===== config.mk =====
export PLATFORM = sky130hd
export DESIGN_NAME = vx_cache_perf_counter
export DESIGN_NICKNAME = d
export VERILOG_FILES = /design/src/rtl/vx_cache_perf_counter.sv
export SDC_FILE = /design/constraint.sdc
export NUM_CORES = 1
export LEC_CHECK = 0
export BUFFER_PORTS_ARGS = -buffer_cell sky130_fd_sc_hd__buf_2
export CORE_MARGIN = 3
export CORE_UTILIZATION = 49
export CTS_CLUSTER_SIZE = 24
export DETAILED_ROUTE_END_ITERATION = 10
export HOLD_SLACK_MARGIN = 0.05
export PLACE_DENSITY = 0.76
export SLEW_MARGIN = 20
export SYNTH_ARGS = -nofsm -noshare
export SYNTH_HDL_FRONTEND = slang
export SYNTH_SLANG_ARGS = --single-unit

===== constraint.sdc =====
create_clock -name clk -period 2.5 [get_ports clk]
set_input_delay 0.25 -clock clk [delete_from_list [all_inputs] [get_ports clk]]
set_output_delay 0.25 -clock clk [all_outputs]
set_load 0.03 [all_outputs]

===== src/rtl/vx_cache_perf_counter.sv =====
// Per-cache performance counter slot: popcounts raw event strobes into per-cycle
// deltas, then accumulates them into wrapping counters with clear/freeze control.
module vx_cache_perf_counter #(
  parameter int NUM_REQS      = 4,
  parameter int NUM_BANKS     = 4,
  parameter int PERF_CTR_BITS = 44,
  parameter bit ENABLE        = 1'b1
) (
  input  logic                     clk,
  input  logic                     reset,
  input  logic                     clear,
  input  logic                     freeze,
  input  logic [NUM_REQS-1:0]      core_rd_fire,
  input  logic [NUM_REQS-1:0]      core_wr_fire,
  input  logic [NUM_REQS-1:0]      bank_stall,
  input  logic [NUM_REQS-1:0]      crsp_stall,
  input  logic [NUM_BANKS-1:0]     rd_miss,
  input  logic [NUM_BANKS-1:0]     wr_miss,
  input  logic [NUM_BANKS-1:0]     mshr_stall,
  input  logic                     mem_stall,
  output logic [PERF_CTR_BITS-1:0] perf_reads,
  output logic [PERF_CTR_BITS-1:0] perf_writes,
  output logic [PERF_CTR_BITS-1:0] perf_read_misses,
  output logic [PERF_CTR_BITS-1:0] perf_write_misses,
  output logic [PERF_CTR_BITS-1:0] perf_bank_stalls,
  output logic [PERF_CTR_BITS-1:0] perf_mshr_stalls,
  output logic [PERF_CTR_BITS-1:0] perf_mem_stalls,
  output logic [PERF_CTR_BITS-1:0] perf_crsp_stalls
);

  localparam int REQ_CNT_W  = $clog2(NUM_REQS + 1);
  localparam int BANK_CNT_W = $clog2(NUM_BANKS + 1);

  function automatic logic [REQ_CNT_W-1:0] popcount_req(input logic [NUM_REQS-1:0] v);
    logic [REQ_CNT_W-1:0] cnt;
    cnt = '0;
    for (int i = 0; i < NUM_REQS; i++) cnt = cnt + REQ_CNT_W'(v[i]);
    return cnt;
  endfunction

  function automatic logic [BANK_CNT_W-1:0] popcount_bank(input logic [NUM_BANKS-1:0] v);
    logic [BANK_CNT_W-1:0] cnt;
    cnt = '0;
    for (int i = 0; i < NUM_BANKS; i++) cnt = cnt + BANK_CNT_W'(v[i]);
    return cnt;
  endfunction

  // Modulo-2^PERF_CTR_BITS accumulate: all-ones rolls over to zero, no saturation.
  function automatic logic [PERF_CTR_BITS-1:0] acc_wrap(input logic [PERF_CTR_BITS-1:0] ctr,
                                                        input logic [PERF_CTR_BITS-1:0] delta);
    return ctr + delta;
  endfunction

  if (ENABLE) begin : g_on
    logic [REQ_CNT_W-1:0]     rd_delta_p0, wr_delta_p0, bank_delta_p0, crsp_delta_p0;
    logic [BANK_CNT_W-1:0]    rmiss_delta_p0, wmiss_delta_p0, mshr_delta_p0;
    logic                     mem_delta_p0;
    logic [PERF_CTR_BITS-1:0] reads_p1, writes_p1, rmiss_p1, wmiss_p1;
    logic [PERF_CTR_BITS-1:0] bank_p1, mshr_p1, mem_p1, crsp_p1;

    // Stage 0: per-cycle event deltas; freeze drops events rather than deferring them
    always_ff @(posedge clk) begin
      if (!reset || clear || freeze) begin
        rd_delta_p0    <= '0;
        wr_delta_p0    <= '0;
        bank_delta_p0  <= '0;
        crsp_delta_p0  <= '0;
        rmiss_delta_p0 <= '0;
        wmiss_delta_p0 <= '0;
        mshr_delta_p0  <= '0;
        mem_delta_p0   <= 1'b0;
      end else begin
        rd_delta_p0    <= popcount_req(core_rd_fire);
        wr_delta_p0    <= popcount_req(core_wr_fire);
        bank_delta_p0  <= popcount_req(bank_stall);
        crsp_delta_p0  <= popcount_req(crsp_stall);
        rmiss_delta_p0 <= popcount_bank(rd_miss);
        wmiss_delta_p0 <= popcount_bank(wr_miss);
        mshr_delta_p0  <= popcount_bank(mshr_stall);
        mem_delta_p0   <= mem_stall;
      end
    end

    // Stage 1: lockstep accumulation; during freeze the zeroed deltas make counters hold
    always_ff @(posedge clk) begin
      if (!reset || clear) begin
        reads_p1  <= '0;
        writes_p1 <= '0;
        rmiss_p1  <= '0;
        wmiss_p1  <= '0;
        bank_p1   <= '0;
        mshr_p1   <= '0;
        mem_p1    <= '0;
        crsp_p1   <= '0;
      end else begin
        reads_p1  <= acc_wrap(reads_p1,  PERF_CTR_BITS'(rd_delta_p0));
        writes_p1 <= acc_wrap(writes_p1, PERF_CTR_BITS'(wr_delta_p0));
        rmiss_p1  <= acc_wrap(rmiss_p1,  PERF_CTR_BITS'(rmiss_delta_p0));
        wmiss_p1  <= acc_wrap(wmiss_p1,  PERF_CTR_BITS'(wmiss_delta_p0));
        bank_p1   <= acc_wrap(bank_p1,   PERF_CTR_BITS'(bank_delta_p0));
        mshr_p1   <= acc_wrap(mshr_p1,   PERF_CTR_BITS'(mshr_delta_p0));
        mem_p1    <= acc_wrap(mem_p1,    PERF_CTR_BITS'(mem_delta_p0));
        crsp_p1   <= acc_wrap(crsp_p1,   PERF_CTR_BITS'(crsp_delta_p0));
      end
    end

    assign perf_reads        = reads_p1;
    assign perf_writes       = writes_p1;
    assign perf_read_misses  = rmiss_p1;
    assign perf_write_misses = wmiss_p1;
    assign perf_bank_stalls  = bank_p1;
    assign perf_mshr_stalls  = mshr_p1;
    assign perf_mem_stalls   = mem_p1;
    assign perf_crsp_stalls  = crsp_p1;
  end else begin : g_off
    logic unused_inputs;
    assign unused_inputs = ^{clk, reset, clear, freeze, core_rd_fire, core_wr_fire, bank_stall,
                             crsp_stall, rd_miss, wr_miss, mshr_stall, mem_stall};

    assign perf_reads        = '0;
    assign perf_writes       = '0;
    assign perf_read_misses  = '0;
    assign perf_write_misses = '0;
    assign perf_bank_stalls  = '0;
    assign perf_mshr_stalls  = '0;
    assign perf_mem_stalls   = '0;
    assign perf_crsp_stalls  = '0;
  end

endmodule


==> metrics.cfg <==
[yosys]
avgSynthCellArea_um2=8.588
synth_seq_cells=374
seq_area_frac_synth=0.4368
ys_warn_count=0
synth_ff_type=dfxtp_1
netlist.area_leader.share=0.4368
yosysUniqueCellTypes=52
synth_edf_count=0
synth-async-reset-ratio=0
synth.largest_area_cell=dfxtp_1
synth_nets=2080
synthTopCellsByArea=dfxtp_1, xnor2_1, nor2_1, xor2_1, nand4_1
synthesis.area_mm2=0.01714
synth_most_common_cell=dfxtp_1
synthCells=1996
synthTopCellsByCount=dfxtp_1, nor2_1, nand2_1, xnor2_1, a21oi_1

[clock_tree]
cts_tree=done
cts_buffer_depth=3
cts.sinks=374
worstSkewPairLatency_ns=0.54
cts_made_buffers=41
ctsHtreeMaxLevel=2
clk_pin_slew_ns=0.06
root_buffer=clkbuf_16

[worst_setup_path]
path_max_fanout=13
critPathKind=reg2reg
crit_path_start_kind=flop
worst_setup_path_end_kind=flop
cp.required_ns=2.96
r2r_cells=5
arrival_ns=2.85

[place]
numPortBuffers=384
dp_hpwl_um=34310
gp_congestion=0.8768
postPlaceCellArea_mm2=0.01995

[power]
p_int_mw=9.420
vdd_drop_max_mv=0.4613
p_leak_nw=8.488
power_density_mw_per_mm2=563.4
pwr-share-seq=0.498
clockPowerShare=0.476
netSwitchingPower_mw=2.598
combPwrFrac=0.026
swShare=0.2162

[detailed_routing]
post-route-drc-count=0
wl_um=47280
viasPerCell=5.506
via_count=15950
drt-wirelength-per-cell_um=16.32
postRouteAntennaNets=0
drtPass1Iterations=5
first_iter_violations=698

[timing]
worst_pin_slew_ns=0.9106
setup_viol=0
finalClockSkew_ns=0.01215
period_share=0.9558
fin_crit_ns=2.389
slew_violations=0
slew_headroom=0.3883
fmax_mhz=418.5
tns_ns=0
rsz0062_at_grt=false
finalHoldViolCount=0

[final_layout]
insertedDiodeCount=0
fin_nets=2505
stdcell_area_mm2=0.02133
nFillCells=2981
drive_above_1_share=0.2234
area_growth_syn_to_layout_pct=24.43

[global_routing]
antenna_found_initial=0
grt_pass1_vias=15330
overflow=0
grt_first_pass_wirelength_um=76520
grt_max_degree=69
grt_usage=0.2475

[worst_hold_path]
whs_path_depth=3
hold_class=in2reg

[floorplanning]
die_x_um=193.0
start_util=0.5036
fp.coreArea_mm2=0.03404
io_pins=385
die_h_um=193.0
die_area_mm2=0.03726
rows=67

[status]
status=complete, no violations

[job]
maxCapViolCount=0

[per-layer routing]
| layer | track usage | up-vias | share of wire |
|---|---|---|---|
| li1 | - | 7829 | - |
| met1 | 0.3025 | 7486 | 0.41 |
| met2 | 0.4135 | 507 | 0.46 |
| met3 | 0.05912 | 130 | 0.077 |
| met4 | 0.1160 | 0 | 0.048 |
| met5 | 0 | - | 0 |
[final timing paths]
kind / slack [ns] / to / startpoint
setup / recovery: 0.11 / perf_mshr_stalls[40]$_SDFF_PP0_ / perf_mshr_stalls[20]$_SDFF_PP0_
setup reg to reg: 0.11 / perf_mshr_stalls[40]$_SDFF_PP0_ / perf_mshr_stalls[20]$_SDFF_PP0_
hold / removal: 0.08 / g_on.crsp_delta_p0[0]$_SDFF_PP0_ / crsp_stall[2]
hold reg to reg: 0.48 / perf_write_misses[43]$_SDFF_PP0_ / perf_write_misses[43]$_SDFF_PP0_
[area by class of cell]
cell class | count | area, um2 | area share
sequential | 374 | 7502 | 0.3517
tap | 448 | 560.5 | 0.02628
timing repair buffer | 462 | 2600 | 0.1219
clock inverter | 10 | 75.07 | 0.003520
multi-input combinational | 1454 | 9090 | 0.4262
clock buffer | 61 | 1171 | 0.05491
inverter | 88 | 330.3 | 0.01549
[flip-flops by register name (all words and copies together) (netlist names)]
name	flops
perf_write_misses	44
perf_read_misses	44
perf_reads	44
g_on.wr_delta_p0	3
g_on.rd_delta_p0	3
perf_mem_stalls	44
perf_bank_stalls	44
perf_writes	44
g_on.mem_delta_p0	1
g_on.mshr_delta_p0	3
perf_crsp_stalls	44
g_on.crsp_delta_p0	3
g_on.bank_delta_p0	3
perf_mshr_stalls	44
g_on.wmiss_delta_p0	3
g_on.rmiss_delta_p0	3
[placed cells by master (no fill, tap or decap), types with 12 or more instances in the layout]
master,n
buf_2,384
dfxtp_1,366
nor2_1,259
nand2_1,129
xnor2_1,118
a21oi_1,108
xor2_1,106
nand4_1,97
nand3_1,90
inv_1,88
or3_1,68
o21ai_0,67
buf_4,63
and2_1,55
nor3_1,47
nor4_1,42
clkbuf_16,41
or4_1,36
ha_1,36
and3_1,33
o31ai_1,33
and4_1,30
clkbuf_1,13
fa_1,12
[through the flow]
| stage | setup WS (ns) | utilization | hold slack [ns] | power (mW) | std cells |
|---|---|---|---|---|---|
| finish | 0.1105 | 0.6267 | 0.07998 | 12.02 | 2897 |
| global route | 0.008152 | 0.6267 | 0.09144 | 12.40 | 2897 |
| CTS | 0.003187 | 0.6251 | 0.05002 | 12.14 | 2893 |
| detailed placement | 0.03033 | 0.5861 | 0.4611 | 6.421 | 2814 |
| global placement | 0.08317 | 0.5861 | 0.4517 | 6.410 | 2814 |
| floorplan | -0.009716 | - | 0.3717 | 6.287 | 1996 |
[critical path: stages (launching register included)]
cell and delay [ns]:
dfxtp_1 0.39, nand3_1 0.15, or4_4 0.55, or4_4 0.58, or4_1 0.49, a21oi_1 0.14
[timing repair]
| action | CTS | global route |
|---|---|---|
| endpoints found under the hold margin | 7 | 0 |
| hold buffers | 8 | 0 |
| buffers inserted | 0 | 4 |
| setup endpoints to repair | 0 | 22 |
| resized for setup | 0 | 6 |
[power groups by stage]
stage | sequential [mW] | combinational (mW) | clock, mW
2_1_floorplan | 6.13 | 0.159 | 0
3_3_place_gp | 6.12 | 0.292 | 0
3_5_place_dp | 6.12 | 0.302 | 0
4_1_cts | 5.99 | 0.317 | 5.84
5_1_grt | 5.99 | 0.355 | 6.06
6_report | 5.99 | 0.312 | 5.72
[logic make-up (layout without fill, tap and decap cells)]
kind of cell,after synthesis,after routing,share of synthesized area
buf+inv,168,621,0.03723
xor+xnor,224,224,0.1145
fa+ha+maj,51,51,0.04336
mux,2,2,0.001168
flops,374,374,0.4368
simple gates,933,933,0.2844
compound gates,244,244,0.08263
No activity file was read; power rests on OpenSTA's default activity.
